### src/rtl/time_sync_pkg.sv
// Shared definitions for the time_sync command scheduler.
//   sync_type_e   : sync-type codes carried in cmd[2:0]
//   CMD_*         : bit positions inside the 16-bit command word
//   sched_state_e : scheduler FSM encoding
package time_sync_pkg;

    typedef enum logic [2:0] {
        SYNC_STOP     = 3'd0,
        SYNC_ONESHOT  = 3'd1,
        SYNC_PERIODIC = 3'd2,
        SYNC_GATED    = 3'd3,
        SYNC_PPS      = 3'd4,
        SYNC_SYSREF   = 3'd5,
        SYNC_EXTERNAL = 3'd6,
        SYNC_FREERUN  = 3'd7
    } sync_type_e;

    localparam int CMD_WIDTH    = 16;
    localparam int CMD_GEN_EN   = 3;
    localparam int CMD_TYPE_MSB = 2;
    localparam int CMD_TYPE_LSB = 0;

    typedef enum logic [1:0] {
        ST_IDLE   = 2'd0,
        ST_EVAL   = 2'd1,
        ST_DECIDE = 2'd2,
        ST_ISSUE  = 2'd3
    } sched_state_e;

endpackage

### src/rtl/time_sync_scheduler_fifo.sv
// sched_fifo: synchronous FIFO holding scheduler entries.
//   clk, rst_n : clock, async active-low reset
//   flush      : synchronous clear of pointers and level
//   wr_en/wr_data : push (ignored when full)
//   rd_en/rd_data : pop (ignored when empty); rd_data shows the head combinationally
//   level/full/empty : occupancy status
module sched_fifo #(
    parameter int WIDTH      = 65,
    parameter int DEPTH_LOG2 = 2
) (
    input  logic                  clk,
    input  logic                  rst_n,
    input  logic                  flush,
    input  logic                  wr_en,
    input  logic [WIDTH-1:0]      wr_data,
    input  logic                  rd_en,
    output logic [WIDTH-1:0]      rd_data,
    output logic [DEPTH_LOG2:0]   level,
    output logic                  full,
    output logic                  empty
);
    localparam int DEPTH = 1 << DEPTH_LOG2;

    logic [WIDTH-1:0]      mem [DEPTH];
    logic [DEPTH_LOG2-1:0] wr_ptr, rd_ptr;
    logic [DEPTH_LOG2:0]   count;
    logic                  do_wr, do_rd;

    assign full    = (count == (DEPTH_LOG2+1)'(DEPTH));
    assign empty   = (count == '0);
    assign do_wr   = wr_en && !full;
    assign do_rd   = rd_en && !empty;
    assign rd_data = mem[rd_ptr];
    assign level   = count;

    always_ff @(posedge clk or negedge rst_n) begin
        if (!rst_n) begin
            wr_ptr <= '0;
            rd_ptr <= '0;
            count  <= '0;
        end else if (flush) begin
            wr_ptr <= '0;
            rd_ptr <= '0;
            count  <= '0;
        end else begin
            if (do_wr) wr_ptr <= wr_ptr + 1'b1;
            if (do_rd) rd_ptr <= rd_ptr + 1'b1;
            if (do_wr && !do_rd)      count <= count + 1'b1;
            else if (!do_wr && do_rd) count <= count - 1'b1;
        end
    end

    // Storage needs no reset; only pointer-covered slots are ever read.
    always_ff @(posedge clk) begin
        if (do_wr && !flush) mem[wr_ptr] <= wr_data;
    end

endmodule

### src/rtl/time_sync_scheduler.sv
// time_sync_scheduler: releases queued {timestamp, command} entries to the
// time_sync control port when the timer reaches the timestamp (or at once for
// immediate entries). Entries found more than LATE_WINDOW ticks past due are
// dropped and counted.
//   igp_clk, igp_reset_n      : clock, async active-low reset
//   timer_now, timer_valid    : running timer
//   sched_*                   : queue write port (valid/ready)
//   flush                     : clear queue and any pending issue
//   timecmd_valid/data/ready  : command port towards time_sync
//   stat_*                    : occupancy, issue/late pulses, saturating late count
module time_sync_scheduler
    import time_sync_pkg::*;
#(
    parameter int TIMER_WIDTH = 48,
    parameter int DEPTH_LOG2  = 2,
    parameter int LATE_WINDOW = 1024,
    parameter int CNT_WIDTH   = 8
) (
    input  logic                   igp_clk,
    input  logic                   igp_reset_n,
    input  logic [TIMER_WIDTH-1:0] timer_now,
    input  logic                   timer_valid,
    input  logic                   sched_valid,
    output logic                   sched_ready,
    input  logic [TIMER_WIDTH-1:0] sched_ts,
    input  logic [CMD_WIDTH-1:0]   sched_cmd,
    input  logic                   sched_immediate,
    input  logic                   flush,
    output logic                   timecmd_valid,
    output logic [CMD_WIDTH-1:0]   timecmd_data,
    input  logic                   timecmd_ready,
    output logic [DEPTH_LOG2:0]    stat_level,
    output logic                   stat_issued,
    output logic                   stat_late,
    output logic [CNT_WIDTH-1:0]   stat_late_cnt
);
    // Entry layout: {immediate, cmd, ts}
    localparam int ENTRY_W = TIMER_WIDTH + CMD_WIDTH + 1;

    logic [ENTRY_W-1:0]     wr_entry, head;
    logic [TIMER_WIDTH-1:0] head_ts, delta;
    logic [CMD_WIDTH-1:0]   head_cmd;
    logic                   head_imm, head_due, head_late, past_ts;
    logic                   full, empty, pop, late_drop;
    logic                   due_q, late_q;
    logic [CNT_WIDTH-1:0]   late_cnt_q;
    sched_state_e           state_q, state_d;

    assign wr_entry    = {sched_immediate, sched_cmd, sched_ts};
    assign sched_ready = !full && !flush;

    sched_fifo #(
        .WIDTH      (ENTRY_W),
        .DEPTH_LOG2 (DEPTH_LOG2)
    ) u_fifo (
        .clk     (igp_clk),
        .rst_n   (igp_reset_n),
        .flush   (flush),
        .wr_en   (sched_valid && sched_ready),
        .wr_data (wr_entry),
        .rd_en   (pop),
        .rd_data (head),
        .level   (stat_level),
        .full    (full),
        .empty   (empty)
    );

    assign head_ts  = head[TIMER_WIDTH-1:0];
    assign head_cmd = head[TIMER_WIDTH +: CMD_WIDTH];
    assign head_imm = head[ENTRY_W-1];

    // Modular difference: a clear MSB means the timer is at or past the
    // timestamp, which stays correct across timer wrap within half range.
    assign delta     = timer_now - head_ts;
    assign past_ts   = timer_valid && !delta[TIMER_WIDTH-1];
    assign head_due  = head_imm || past_ts;
    assign head_late = !head_imm && past_ts && (delta > TIMER_WIDTH'(LATE_WINDOW));

    always_ff @(posedge igp_clk or negedge igp_reset_n) begin
        if (!igp_reset_n) begin
            state_q    <= ST_IDLE;
            due_q      <= 1'b0;
            late_q     <= 1'b0;
            late_cnt_q <= '0;
        end else begin
            state_q <= state_d;
            if (state_q == ST_EVAL) begin
                due_q  <= head_due;
                late_q <= head_late;
            end
            if (late_drop && (late_cnt_q != '1)) late_cnt_q <= late_cnt_q + 1'b1;
        end
    end

    // Flush overrides every transition, so it also suppresses pops and drops.
    always_comb begin
        state_d   = state_q;
        pop       = 1'b0;
        late_drop = 1'b0;
        if (flush) begin
            state_d = ST_IDLE;
        end else begin
            case (state_q)
                ST_IDLE:   if (!empty) state_d = ST_EVAL;
                ST_EVAL:   state_d = ST_DECIDE;
                ST_DECIDE: begin
                    if (late_q) begin
                        pop       = 1'b1;
                        late_drop = 1'b1;
                        state_d   = ST_IDLE;
                    end else if (due_q) begin
                        state_d = ST_ISSUE;
                    end else begin
                        state_d = ST_EVAL;
                    end
                end
                ST_ISSUE: begin
                    if (timecmd_ready) begin
                        pop     = 1'b1;
                        state_d = ST_IDLE;
                    end
                end
                default: state_d = ST_IDLE;
            endcase
        end
    end

    // The offer is withdrawn in the flush cycle so no handshake can slip past a flush.
    assign timecmd_valid = (state_q == ST_ISSUE) && !flush;
    assign timecmd_data  = timecmd_valid ? head_cmd : '0;
    assign stat_issued   = timecmd_valid && timecmd_ready;
    assign stat_late     = late_drop;
    assign stat_late_cnt = late_cnt_q;

endmodule

### config.mk
export PLATFORM = sky130hd
export DESIGN_NAME = time_sync_scheduler
export DESIGN_NICKNAME = d
export VERILOG_FILES = /design/src/rtl/time_sync_pkg.sv /design/src/rtl/time_sync_scheduler_fifo.sv /design/src/rtl/time_sync_scheduler.sv
export SDC_FILE = /design/constraint.sdc
export NUM_CORES = 1
export LEC_CHECK = 0
export ABC_AREA = 1
export BUFFER_PORTS_ARGS = -buffer_cell sky130_fd_sc_hd__buf_2
export CORE_ASPECT_RATIO = 1.25
export CORE_MARGIN = 2
export CORE_UTILIZATION = 49
export DETAILED_ROUTE_END_ITERATION = 10
export HOLD_SLACK_MARGIN = 0.05
export PLACE_DENSITY = 0.69
export SKIP_CTS_REPAIR_TIMING = 1
export SYNTH_ARGS = -nofsm -noshare
export SYNTH_HDL_FRONTEND = slang
export SYNTH_HIERARCHICAL = 1
export SYNTH_SLANG_ARGS = --single-unit
### constraint.sdc
create_clock -name igp_clk -period 4.2 [get_ports igp_clk]
set_input_delay 0.63 -clock igp_clk [delete_from_list [all_inputs] [get_ports igp_clk]]
set_output_delay 0.63 -clock igp_clk [all_outputs]
set_load 0.01 [all_outputs]
==> impl_metrics.ini <==
[outcome]
status = finished, final reports clean

[grt]
grt_overflow_total = 0
grt_pass1_vias = 12100
track_usage = 0.249
antenna_found_initial = 10
grt_first_pass_wirelength_um = 63500
grt_max_degree = 91

[critical_path]
worstSetupPathType = reg2reg
cpPeakStageDelay_ns = 0.51
worst_ep_required_time_ns = 4.60
worstSetupEndpointType = flop
cp_cell_sequence = inv_4, buf_12, buf_4, o21ai_0, o22ai_1, inv_1, ha_1, nand2_1, nor2_1, nand2_1, nor2_1, nand2_1, nand2_1, nand2_1, nand3_1, nand4_2, nor2_2, nand4_1, nand2_1, nand2_1
reg2reg_slack_ns = 0.40
critPathSlowestCell = dfrtp_4
cpMostUsedCell = nand2_1
crit_fanout = 29
cp.arrival_ns = 4.20
worst_setup_path_start_kind = flop

[route]
wl_per_cell_um = 17.2
via_count = 12300
dr.pass1.iters = 5
via_per_inst = 5.23
wl_um = 40500
ant_nets = 0
drc_errors = 0
drtIter0Drc = 811

[sta]
skew_ns = 0.0108
setup_violations = 0
slew_viol_final = 0
hold_violations = 0
setup_tns_ns = 0
fmax_mhz = 263
fin_crit_ns = 3.80
tightest_slew_ns = 0.605
rsz0062_at_grt = false
slew_headroom = 0.597
post-route-period-util = 0.904
layout_setup_ws_ns = 0.404

[floorplanning]
core_area_mm2 = 0.0308
ios = 150
die_w_um = 162
dieArea_mm2 = 0.0326
die_h_um = 201
initial_core_util = 0.496
rows = 72

[yosys]
synth_cells = 1770
seq_area_frac_synth = 0.542
synth_area_mm2 = 0.0153
async_reset_ff_frac = 0.0681
synth_nets = 1943
yosys_register_bits = 279
ys.flop_type = edfxtp_1
synth.cells.most_frequent = nand2_1, inv_1, edfxtp_1, nor2_1, o21ai_0
synth_area_leaders = edfxtp_1, nand2_1, inv_1
avgSynthCellArea_um2 = 8.63
ys_warn_count = 6
synth.distinct_cells = 37
synth_edf_count = 260
synth_area_leader_cell = edfxtp_1
synth_top_area_share = 0.511
yosysMostFrequentCell = nand2_1

[cts]
cts_buffer_depth = 3
cts_tree = yes
htree_levels = 1
cts_root_buffer = clkbuf_16
cts_buffers = 23
path_clk_slew_ns = 0.07
clk-insertion-delay-late_ns = 0.51
cts_sinks = 279

[pwr]
power.internal_mw = 4.87
max-vdd-ir-drop_mv = 0.385
total_power_mw = 6.92
p_sw_mw = 2.06
leakage_nw = 7.87
combPwrFrac = 0.229
switching_share = 0.297
p_clk_frac = 0.307
p_seq_frac = 0.464
p_per_area_mw_per_mm2 = 399

[flow_run]
maxCapViolations = 0

[layout]
drive_gt1_frac = 0.126
fill_cells = 2839
finalNetCount = 2093
area_growth_pct = 13.4
fin_util = 0.563

[place]
place_congestion = 0.965
dpl_worst_slack_ns = 0.318
hpwlAfterDp_um = 29900
port_buffers = 149

[worst_hold_path]
min_path_type = in2async
-- power groups by stage --
stage | sequential (mW) | clock, mW | combinational [mW]
finish | 3.21 | 2.13 | 1.58
global placement | 3.27 | 0 | 1.56
detailed placement | 3.27 | 0 | 1.57
global route | 3.22 | 2.28 | 1.79
CTS | 3.21 | 2.16 | 1.58
floorplan | 3.27 | 0 | 1.06
-- kinds of logic (layout without fill, tap and decap cells) --
family / after synthesis / in the layout / synth area share
adder cells (fa/ha/maj): 54 / 54 / 0.0452
XOR/XNOR: 10 / 10 / 0.00573
other: 0 / 9 / 0
AND/OR/NAND/NOR: 820 / 820 / 0.222
multiplexers: 1 / 1 / 0.000737
flip-flops: 279 / 279 / 0.542
AO/OA/AOI/OAI: 276 / 276 / 0.0974
buffers and inverters: 330 / 496 / 0.0871
-- layout make-up --
type,instances,area [um2],share of cell area
sequential,279,8290,0.478
multi-input combinational,1161,5700,0.329
inverter,287,1080,0.0623
timing repair buffer,168,988,0.0570
clock buffer,27,591,0.0341
tap,407,509,0.0294
clock inverter,14,155,0.00895
antenna,9,22.5,0.00130
-- cell usage in the layout (no fill, tap or decap), types with 5 or more instances in the layout --
cell type | synthesis | layout
o22ai_1 | 66 | 66
nand3_2 | 5 | 5
buf_2 | 12 | 149
clkbuf_16 | 0 | 23
nor2_4 | 2 | 6
inv_1 | 280 | 280
nand4_1 | 24 | 24
xor2_1 | 7 | 7
a21oi_1 | 50 | 50
edfxtp_1 | 260 | 260
clkinv_1 | 2 | 5
buf_12 | 0 | 8
nor3_1 | 7 | 7
nand2_2 | 13 | 13
nor2_2 | 8 | 8
nand2_1 | 418 | 418
nor2_1 | 257 | 253
buf_4 | 0 | 11
o21ai_0 | 133 | 132
nand3b_1 | 8 | 8
dfrtp_1 | 19 | 17
o21ai_1 | 16 | 17
nand3_1 | 73 | 73
ha_1 | 52 | 52
diode_2 | 0 | 9
-- registers in the layout (all words and copies together) (netlist names) --
| signal | flops |
|---|---|
| u_fifo/mem | 260 |
| stat_late_cnt | 8 |
| u_fifo/level | 3 |
| state_q | 2 |
| u_fifo/rd_ptr | 2 |
| u_fifo/wr_ptr | 2 |
| due_q | 1 |
| late_q | 1 |
-- critical path: cells and delay by family (launching register included) --
| kind | cells | cell delay, ns |
|---|---|---|
| AO/OA/AOI/OAI | 2 | 0.23 |
| buffers and inverters | 4 | 0.78 |
| adder cells (fa/ha/maj) | 1 | 0.37 |
| flip-flops | 1 | 0.51 |
| AND/OR/NAND/NOR | 13 | 1.77 |
-- path summary, 6_finish.rpt --
kind | from | end | depth (start not counted)
min in group igp_clk | sched_ts[21] | u_fifo/mem[0][21]$_DFFE_PP_ | 1
worst max-delay path | u_fifo/rd_ptr[0]$_DFFE_PN0P_ | late_q$_DFFE_PN0N_ | 20
max in group asynchronous | igp_reset_n | u_fifo/rd_ptr[0]$_DFFE_PN0P_ | 1
worst min-delay path | igp_reset_n | u_fifo/level[0]$_DFFE_PN0P_ | 1
worst min register to register | stat_late_cnt[6]$_DFFE_PN0P_ | stat_late_cnt[6]$_DFFE_PN0P_ | 1
worst max register to register | u_fifo/rd_ptr[0]$_DFFE_PN0P_ | late_q$_DFFE_PN0N_ | 20
-- metrics by stage --
stage | cells | instance area [um2] | hold WS (ns)
after floorplan | 1770 | 15300 | 0.334
after detailed placement | 2302 | 16600 | 0.484
after CTS | 2343 | 17300 | 0.0714
after global placement | 2302 | 16600 | 0.480
final | 2352 | 17300 | 0.0719
after global routing | 2345 | 17300 | 0.0958
-- routing by layer --
metal  vias up  routed length (um)  GRT usage
met5         -                  35          0
met4         6                1730      0.102
met3        88                1910     0.0330
met2       342               20200      0.436
met1      5699               16600      0.311
li1       6159                   -          -
No activity file was read; power rests on OpenSTA's default activity.
